--- src/rtl/multi_toggle_debounce.sv ---
// rtl/multi_toggle_debounce.sv - per-channel 2-FF sync, stable-count debounce and edge-toggled latch
// Optional MULTI_TOGGLE_RADIO_EN: a qualifying edge selects one-hot(channel) instead of flipping a bit.
module multi_toggle_debounce #(
  parameter int NCH        = 4,
  parameter int DB_CYCLES  = 4,
  parameter bit IDLE_LEVEL = 1'b1,
  parameter int EDGE_MODE  = 0
) (
  input  logic           clk,
  input  logic           rst,
  input  logic [NCH-1:0] in,
  input  logic           ld_valid,
  input  logic [NCH-1:0] ld_value,
  output logic [NCH-1:0] out,
  output logic [NCH-1:0] stable,
  output logic [NCH-1:0] evt
);

  localparam int            CW       = $clog2(DB_CYCLES + 1);
  localparam logic [CW-1:0] CNT_LAST = CW'(DB_CYCLES - 1);

  logic [NCH-1:0] sync1;
  logic [NCH-1:0] sync2;
  logic [CW-1:0]  cnt [NCH];
  logic [NCH-1:0] accept;
  logic [NCH-1:0] rise;
  logic [NCH-1:0] fall;
  logic [NCH-1:0] qual;
  logic [NCH-1:0] out_nxt;

  // A channel accepts its new level on the last count of an unbroken pending run.
  always_comb begin
    accept = '0;
    for (int i = 0; i < NCH; i++) begin
      accept[i] = (sync2[i] != stable[i]) && (cnt[i] == CNT_LAST);
    end
  end

  assign rise = accept & sync2;
  assign fall = accept & ~sync2;

  // Any mode other than 1 or 2 falls back to falling-edge qualification.
  generate
    if (EDGE_MODE == 1) begin : g_rise
      assign qual = rise;
    end else if (EDGE_MODE == 2) begin : g_both
      assign qual = rise | fall;
    end else begin : g_fall
      assign qual = fall;
    end
  endgenerate

`ifdef MULTI_TOGGLE_RADIO_EN
  logic [NCH-1:0] pick;

  // Isolate the lowest qualifying channel; re-selecting the active one deselects all.
  assign pick = qual & (~qual + NCH'(1));

  always_comb begin
    out_nxt = out;
    if (|qual) begin
      out_nxt = (|(pick & out)) ? '0 : pick;
    end
  end
`else
  assign out_nxt = out ^ qual;
`endif

  always_ff @(posedge clk) begin
    if (rst) begin
      sync1  <= {NCH{IDLE_LEVEL}};
      sync2  <= {NCH{IDLE_LEVEL}};
      stable <= {NCH{IDLE_LEVEL}};
      for (int i = 0; i < NCH; i++) begin
        cnt[i] <= '0;
      end
      out <= '0;
      evt <= '0;
    end else begin
      sync1 <= in;
      sync2 <= sync1;
      for (int i = 0; i < NCH; i++) begin
        if (sync2[i] == stable[i]) begin
          cnt[i] <= '0;
        end else if (accept[i]) begin
          stable[i] <= sync2[i];
          cnt[i]    <= '0;
        end else begin
          cnt[i] <= cnt[i] + CW'(1);
        end
      end
      evt <= qual;
      out <= ld_valid ? ld_value : out_nxt;
    end
  end

endmodule

--- config.mk ---
export PLATFORM = sky130hd
export DESIGN_NAME = multi_toggle_debounce
export DESIGN_NICKNAME = d
export VERILOG_FILES = /design/src/rtl/multi_toggle_debounce.sv
export SDC_FILE = /design/constraint.sdc
export NUM_CORES = 1
export LEC_CHECK = 0
export ABC_AREA = 1
export CAP_MARGIN = 15
export CORE_MARGIN = 2
export CORE_UTILIZATION = 50
export DETAILED_ROUTE_END_ITERATION = 8
export PLACE_DENSITY = 0.76
export SLEW_MARGIN = 30
export SYNTH_ARGS = -nofsm -noshare
export SYNTH_HDL_FRONTEND = slang
export SYNTH_SLANG_ARGS = --single-unit
export TNS_END_PERCENT = 20
--- constraint.sdc ---
create_clock -name clk -period 2 [get_ports clk]
set_clock_uncertainty 0.15 [all_clocks]
set_input_delay 0.4 -clock clk [delete_from_list [all_inputs] [get_ports clk]]
set_output_delay 0.4 -clock clk [all_outputs]
set_load 0.02 [all_outputs]
==> results of run 1 <==
## layout by cell type (no fill, tap or decap)
| master | n |
|---|---|
| a21oi_1 | 5 |
| clkinv_2 | 1 |
| o211ai_1 | 3 |
| buf_4 | 1 |
| nand2_1 | 13 |
| or2_2 | 3 |
| xor2_1 | 1 |
| clkbuf_4 | 5 |
| ha_1 | 8 |
| clkbuf_1 | 1 |
| nor2_1 | 23 |
| clkdlybuf4s50_1 | 19 |
| or2_1 | 5 |
| nand4_1 | 4 |
| conb_1 | 12 |
| o21ai_0 | 7 |
| inv_2 | 1 |
| dfxtp_1 | 20 |
| edfxtp_1 | 12 |
| dlymetal6s2s_1 | 3 |
| bufinv_16 | 1 |
| inv_1 | 21 |
| nand3_1 | 6 |
## cell type report
class	count	share of cell area [%]
Clock inverter	2	2.10
Tap cell	30	2.25
Sequential cell	32	45.6
Inverter	22	4.95
Multi-Input combinational cell	90	28.6
Clock buffer	6	2.47
Timing Repair Buffer	23	14.1
## state kept, by name, indices dropped and copies added, names as in the netlist
signal and cells:
evt 4, out 4, cnt 12, sync1 4
stable 4, sync2 4
## where the power goes
| group | leakage, uW | internal, uW | switching, uW |
|---|---|---|---|
| Sequential | 0.000288 | 704 | 15.4 |
| Clock | 0.0000422 | 262 | 213 |
| Combinational | 0.000452 | 56.0 | 58.1 |
| Total | 0.000783 | 1020 | 286 |
## path summary, 6_finish.rpt
path	start	end	slack, ps
max	stable[1]	stable[1]	100
min	sync1[2]	sync2[2]	260
max reg2reg	cnt[0][0]	cnt[0][1]	490
min reg2reg	sync1[2]	sync2[2]	260
## logic make-up after synthesis
group	count (synthesis)	synth area share (%)
adders and majority gates	8	7.78
AOI/OAI and AO/OA	15	6.42
DFF	32	59.1
and+or+nand+nor	54	18.7
other	1	0.292
buffers and inverters	23	7.00
xor gates and xnor gates	1	0.681
## synthesized netlist by cell type
cell,n
buf_4,1
o211ai_1,3
o21ai_0,7
nor2_1,23
or2_2,3
nand4_1,4
a21oi_1,5
edfxtp_1,12
ha_1,8
nand2_1,13
dfxtp_1,20
inv_1,21
inv_2,1
xor2_1,1
conb_1,1
nand3_1,6
or2_1,5
## routing by layer
metal | routed length [um] | vias up | GRT usage, %
met3 | 111 | 2 | 8.20
met5 | 0 | - | 0
li1 | - | 502 | -
met1 | 909 | 413 | 20.1
met2 | 966 | 20 | 26.8
met4 | 10 | 0 | 7.50
## metrics by stage
step | worst slack (ps) | hold slack [ps] | area, sq um | instances
2_1_floorplan | 630 | 233 | 1330 | 145
3_3_place_gp | 273 | 241 | 1590 | 197
3_5_place_dp | 232 | 243 | 1590 | 197
4_1_cts | 52.0 | 267 | 1660 | 205
5_1_grt | 14.1 | 273 | 1670 | 205
6_report | 98.4 | 265 | 1670 | 205
==> results.sh, run 1 <==
export IMPL_status="finished clean"
export IMPL_num_rows=18
export IMPL_p_leak_uw=0.000783
export IMPL_grt_pass1_vias=856
export IMPL_setup_viol=0
export IMPL_antenna_cells=0
export IMPL_end_kind="primary output"
export IMPL_gp_congestion=0.731
export IMPL_worst_path_stages=1
export IMPL_viasPerCell=4.57
export IMPL_hold_path_class="register to register"
export IMPL_hold_viol=0
export IMPL_synth_cell_types=17
export IMPL_seq_area_frac_synth_pct=59.1
export IMPL_firstDrtPassIters=4
export IMPL_timing_fmax_ghz=0.526
export IMPL_path_max_fanout=5
export IMPL_grt_pass1_wl_um=3480
export IMPL_clockBufferDepth=2
export IMPL_synth_area_sq_mm=0.00129
export IMPL_path_cells="clkdlybuf4s50_1"
export IMPL_cts_root_buffer="clkbuf_4"
export IMPL_grt_ovfl_total=0
export IMPL_cp_data_arrival_time_ps=1350
export IMPL_clk_pin_slew_worst_paths_ps=90
export IMPL_ant_nets=0
export IMPL_synth_top_area_share_pct=31.1
export IMPL_layout_min_cycle_time_ps=1900
export IMPL_worst_setup_path_start_kind="register"
export IMPL_grt_max_degree=18
export IMPL_numCtsBuffers=5
export IMPL_multi_input_area_sq_um=477
export IMPL_synth_area_per_cell_sq_um=9.60
export IMPL_grt_use_total_pct=17.2
export IMPL_max_cap_viol_count=0
export IMPL_dr_total_vias=937
export IMPL_drtIter0Drc=11
export IMPL_final_period_utilization_pct=95.1
export IMPL_ir_worst_vdd_mv=0.527
export IMPL_h_tree_depth=2
export IMPL_final_nets=193
export IMPL_power_total_uw=1310
export IMPL_wl_per_cell_um=9.75
export IMPL_synth_area_top_cells="dfxtp_1 31%, edfxtp_1 28%, ha_1 7.8%"
export IMPL_synth_top_cell_by_area="dfxtp_1"
export IMPL_cts_num_sinks=32
export IMPL_yosys_warnings=0
export IMPL_reg2reg_depth=5
export IMPL_dieArea_sq_mm=0.00299
export IMPL_setup_tns_ps=0
export IMPL_ff_latch_area_sq_um=761
export IMPL_critical_path_buf_inv_count=1
export IMPL_slew_violations=0
export IMPL_hold_depth=1
export IMPL_cpPeakStageDelay_ps=630
export IMPL_dp_hpwl_um=1480
export IMPL_drc_errors=0
export IMPL_cts_tree="built"
export IMPL_antenna_found_initial=0
export IMPL_critPathKind="register to primary output"
export IMPL_ys_seq_elements=32
export IMPL_ios=23
export IMPL_io_buffers=22
export IMPL_die_x_um=54.7
export IMPL_worstSkewPairLatency_ps=330
export IMPL_fillers=202
export IMPL_syn2layout_area_growth_pct=29.8
export IMPL_fin_util_pct=68.0
export IMPL_fp_coreArea_sq_mm=0.00245
export IMPL_p_per_area_mw_per_mm2=784
export IMPL_slowest_stage="clkdlybuf4s50_1"
export IMPL_cts_resized=0
export IMPL_crit_family="buffers and inverters"
export IMPL_netlist_instances=134
export IMPL_drive_above_1_share_pct=6.86
export IMPL_rsz0062_at_grt="no"
export IMPL_hold_buffers=0
export IMPL_postCtsSetupBuffers=0
export IMPL_die_h_um=54.7
export IMPL_start_util_pct=52.4
export IMPL_routed_wl_um=2000
export IMPL_required_ps=1450
Power figures use the tool's default switching activity.
==> run 2, diff against run 1 <==
CORE_UTILIZATION = 45   (was 50)
GPL_TIMING_DRIVEN = 0   (was not set)
PLACE_DENSITY = 0.7   (was 0.76)
==> run 2 against run 1 <==
Die area up 10%. Sequential share of layout area rose by 0.59 points. Power fell by 7.1%. First-iteration DRC count rose to 3.4 times the previous value. Cell count grew 0.49%. Clock power shrank 20%. Combinational power is essentially flat. Critical path depth stayed put. Highest routed layer unchanged. Utilization is 7.7 points lower. Sequential cell count did not move. Final area fell by 1.3%.
==> results.sh, run 2 (synthesis results as in run 1) <==
export IMPL_slew_violations=0
export IMPL_grt_use_total_pct=15.4
export IMPL_layout_min_cycle_time_ps=1930
export IMPL_worst_path_stages=1
export IMPL_dp_cells=198
export IMPL_cp_data_arrival_time_ps=1380
export IMPL_top_register="cnt"
export IMPL_hold_buffers=0
export IMPL_ant_nets=0
export IMPL_clockBufferDepth=2
export IMPL_hold_depth=1
export IMPL_grt_max_degree=11
export IMPL_crit_family="buffers and inverters"
export IMPL_antenna_found_initial=0
export IMPL_fillers=239
export IMPL_setup_viol=0
export IMPL_drtIter0Drc=37
export IMPL_grt_pass1_wl_um=3840
export IMPL_layout_commonest_cell="nor2_1"
export IMPL_drc_errors=0
export IMPL_dr_total_vias=965
export IMPL_io_buffers=22
export IMPL_die_h_um=57.5
export IMPL_fp_coreArea_sq_mm=0.00273
export IMPL_cts_tree="built"
export IMPL_required_ps=1450
export IMPL_syn2layout_area_growth_pct=28.1
export IMPL_dp_slack_ps=199
export IMPL_largest_register_ffs=12
export IMPL_grt_ovfl_total=0
export IMPL_die_x_um=57.5
export IMPL_postCtsSetupBuffers=0
export IMPL_routed_wl_um=2080
export IMPL_grt_pass1_vias=943
export IMPL_reg2reg_depth=5
export IMPL_cpPeakStageDelay_ps=630
export IMPL_layout_cells_non_filler=206
export IMPL_hold_path_class="register to register"
export IMPL_dp_hpwl_um=1540
export IMPL_gp_congestion=0.746
export IMPL_end_kind="primary output"
export IMPL_clk_pin_slew_worst_paths_ps=100
export IMPL_h_tree_depth=2
export IMPL_max_cap_viol_count=0
export IMPL_ir_worst_vdd_mv=0.655
export IMPL_rsz0062_at_grt="no"
export IMPL_status="finished clean"
export IMPL_critPathKind="register to primary output"
export IMPL_layout_common_cells="23 x nor2_1, 22 x clkdlybuf4s50_1, 21 x inv_1, 20 x dfxtp_1, 13 x nand2_1"
export IMPL_placed_cell_area_sq_mm=0.00159
export IMPL_worstSkewPairLatency_ps=320
export IMPL_hold_viol=0
export IMPL_start_util_pct=47.0
export IMPL_fin_area_sq_mm=0.00165
export IMPL_viasPerCell=4.68
export IMPL_power_total_uw=1210
export IMPL_setup_tns_ps=0
export IMPL_numCtsBuffers=5
export IMPL_p_per_area_mw_per_mm2=737
export IMPL_timing_fmax_ghz=0.519
export IMPL_worst_setup_path_start_kind="register"
export IMPL_path_cells="clkdlybuf4s50_1"
export IMPL_antenna_cells=0
export IMPL_ios=23
export IMPL_critical_path_buf_inv_count=1
export IMPL_firstDrtPassIters=4
export IMPL_path_max_fanout=5
export IMPL_cts_num_sinks=32
export IMPL_cts_root_buffer="clkbuf_4"
export IMPL_wl_per_cell_um=10.1
export IMPL_p_leak_uw=0.000777
export IMPL_final_period_utilization_pct=96.3
export IMPL_drive_above_1_share_pct=7.43
export IMPL_num_rows=19
export IMPL_setup_slack_ps=73.8
export IMPL_cts_resized=0
export IMPL_final_nets=193
export IMPL_dieArea_sq_mm=0.00330
export IMPL_slowest_stage="clkdlybuf4s50_1"
-- run 2: cell types whose count changed in the layout (fill, tap and decap cells not counted), sizes merged --
cell / change
bufinv: -1
clkdlybuf4s50: +3
clkinv: +1
dlymetal6s2s: -3
-- run 2: final cells by class --
class	instances	area, sq um	share of cell area [%]
flip-flops and latches	32	761	46.2
multi-input cells	90	477	28.9
repair buffers	22	220	13.4
inverters	22	82.6	5.01
clock buffers	6	51.3	3.11
well taps	31	38.8	2.35
clock inverters	2	10.0	0.607
plain buffers	1	7.51	0.456
-- run 2: where the power goes --
group	internal, uW	total, uW	switching (uW)	leakage (uW)
Combinational	56.6	115	58.6	0.000450
Clock	167	380	213	0.0000380
Sequential	704	720	15.9	0.000288
-- run 2: routing by layer --
metal	GRT usage, %	routed length [um]
met1	16.3	863
met2	26.6	1030
met3	6.58	154
met4	6.31	40
met5	0	0
-- run 2: metrics by stage --
stage,utilization [%],hold slack [ps]
after floorplan,-,233
after global routing,60.3,291
after detailed placement,58.0,243
after global placement,58.0,238
final,60.3,264
after CTS,60.3,272
-- run 2: worst paths after layout --
path	startpoint	endpoint	slack [ps]
setup reg to reg	cnt[0][0]	cnt[0][1]	460
setup / recovery	stable[3]	stable[3]	70
hold / removal	sync1[0]	sync2[0]	260
hold reg to reg	sync1[0]	sync2[0]	260
==> run 3, diff against run 2 <==
CORE_MARGIN = not set   (was 2)
DONT_BUFFER_PORTS = 1   (was not set)
PLACE_DENSITY = not set   (was 0.7)
==> run 3 against run 2 <==
Sequential power increased by 2%. Critical path depth increased by 2. Clock power increased by 26%. Fmax increased by 15%. Count of clock-buffer cells in the layout unchanged. Register-to-register slack about the same. Sequential share of layout area increased by 4.5 points. Utilization decreased by 5.3 points. Cell count decreased by 7.8%. Via count decreased by 5.8%. Wire length decreased by 2.3%.
==> results.sh, run 3 (synthesis results as in run 1) <==
export IMPL_dp_slack_ps=487
export IMPL_p_per_area_mw_per_mm2=854
export IMPL_ir_worst_vdd_mv=0.676
export IMPL_io_buffers=0
export IMPL_status="finished clean"
export IMPL_power_frac_comb_pct=5.8
export IMPL_ant_nets=0
export IMPL_final_nets=177
export IMPL_layout_common_cells="23 x nor2_1, 21 x inv_1, 20 x dfxtp_1, 13 x nand2_1"
export IMPL_grt_pass1_vias=911
export IMPL_cts_tree="built"
export IMPL_firstDrtPassIters=4
export IMPL_p_leak_uw=0.000720
export IMPL_numCtsBuffers=5
export IMPL_dr_total_vias=909
export IMPL_routed_wl_um=2040
export IMPL_rsz0062_at_grt="no"
export IMPL_drtIter0Drc=35
export IMPL_grt_use_total_pct=16.0
export IMPL_setup_slack_ps=329
export IMPL_slew_violations=0
export IMPL_h_tree_depth=2
export IMPL_setup_viol=0
export IMPL_setup_tns_ps=0
export IMPL_p_sw_share_pct=22.1
export IMPL_grt_ovfl_total=0
export IMPL_cts_root_buffer="clkbuf_4"
export IMPL_antenna_cells=0
export IMPL_worstSkewPairLatency_ps=330
export IMPL_hold_path_class="primary input to register"
export IMPL_drive_above_1_share_pct=7.55
export IMPL_power_total_uw=1280
export IMPL_final_period_utilization_pct=83.5
export IMPL_clk_pin_slew_worst_paths_ps=100
export IMPL_largest_register_ffs=12
export IMPL_start_util_pct=47.0
export IMPL_cp_data_arrival_time_ps=1750
export IMPL_placed_cell_area_sq_mm=0.00137
export IMPL_seqPwrFrac_pct=57.0
export IMPL_die_h_um=55.5
export IMPL_holdWs_ps=92.7
export IMPL_end_kind="register"
export IMPL_num_rows=19
export IMPL_path_max_fanout=1
export IMPL_dieArea_sq_mm=0.00308
export IMPL_max_cap_viol_count=0
export IMPL_hold_viol=0
export IMPL_antenna_found_initial=0
export IMPL_fp_coreArea_sq_mm=0.00273
export IMPL_clockBufferDepth=2
export IMPL_clockPowerShare_pct=37.2
export IMPL_ios=23
export IMPL_cts_resized=0
export IMPL_fin_area_sq_mm=0.00150
export IMPL_grt_pass1_wl_um=3680
export IMPL_worst_setup_path_start_kind="primary input"
export IMPL_timing_fmax_ghz=0.598
export IMPL_top_register="cnt"
export IMPL_critPathKind="primary input to register"
export IMPL_syn2layout_area_growth_pct=16.8
export IMPL_power_switching_uw=284
export IMPL_p_int_uw=999
export IMPL_required_ps=2080
export IMPL_die_x_um=55.5
export IMPL_wl_per_cell_um=10.7
export IMPL_layout_min_cycle_time_ps=1670
export IMPL_grt_max_degree=11
export IMPL_drc_errors=0
export IMPL_viasPerCell=4.78
export IMPL_gp_congestion=0.734
export IMPL_cts_num_sinks=32
export IMPL_dp_hpwl_um=1460
export IMPL_layout_commonest_cell="nor2_1"
==> run 3: metrics by stage <==
step | instances | util [%]
CTS | 190 | 55.0
global placement | 176 | 50.0
finish | 190 | 55.0
floorplan | 145 | -
detailed placement | 176 | 50.0
global route | 190 | 55.0
==> run 3: power by group through the flow <==
stage / registers, uW / logic (uW) / clock network, uW
6_report: 731 / 74.6 / 477
5_1_grt: 736 / 90.8 / 525
2_1_floorplan: 742 / 54.6 / 0
3_3_place_gp: 746 / 62.4 / 0
3_5_place_dp: 747 / 65.5 / 0
4_1_cts: 732 / 75.4 / 502
==> run 3: final cells by class <==
type | count | area [sq um]
buffer | 1 | 7.51
clock buffer | 6 | 41.3
clock inverter | 2 | 35.0
fill | 260 | 1230
inverter | 22 | 82.6
multi-input combinational | 90 | 477
sequential | 32 | 761
tap | 31 | 38.8
timing repair buffer | 6 | 60.1
==> run 3: repair_timing <==
item                                   in CTS  in global routing
hold buffers                                6                  0
endpoints found under the hold margin       6                  0
setup buffers                               0                  0
==> run 3: final timing paths <==
check        startpoint         to  slack (ps)  cells past startpoint
min reg2reg    sync1[3]   sync2[3]         260                      1
max               in[0]   sync1[0]         330                      3
max reg2reg   cnt[2][0]  cnt[2][1]         470                      5
min                 rst  stable[3]          90                      2
==> run 3: worst max-delay path, cell delays in order <==
cell,delay (ps)
dlygate4sd3_1,530
or2_2,260
dlygate4sd3_1,550
==> run 3: metal layers <==
| metal | global-route usage [%] | part of all wire, % | vias to the layer above |
|---|---|---|---|
| li1 | - | - | 467 |
| met1 | 16.4 | 41 | 411 |
| met2 | 25.8 | 49 | 23 |
| met3 | 7.49 | 7.4 | 8 |
| met4 | 10.7 | 3.3 | 0 |
| met5 | 0 | 0 | - |
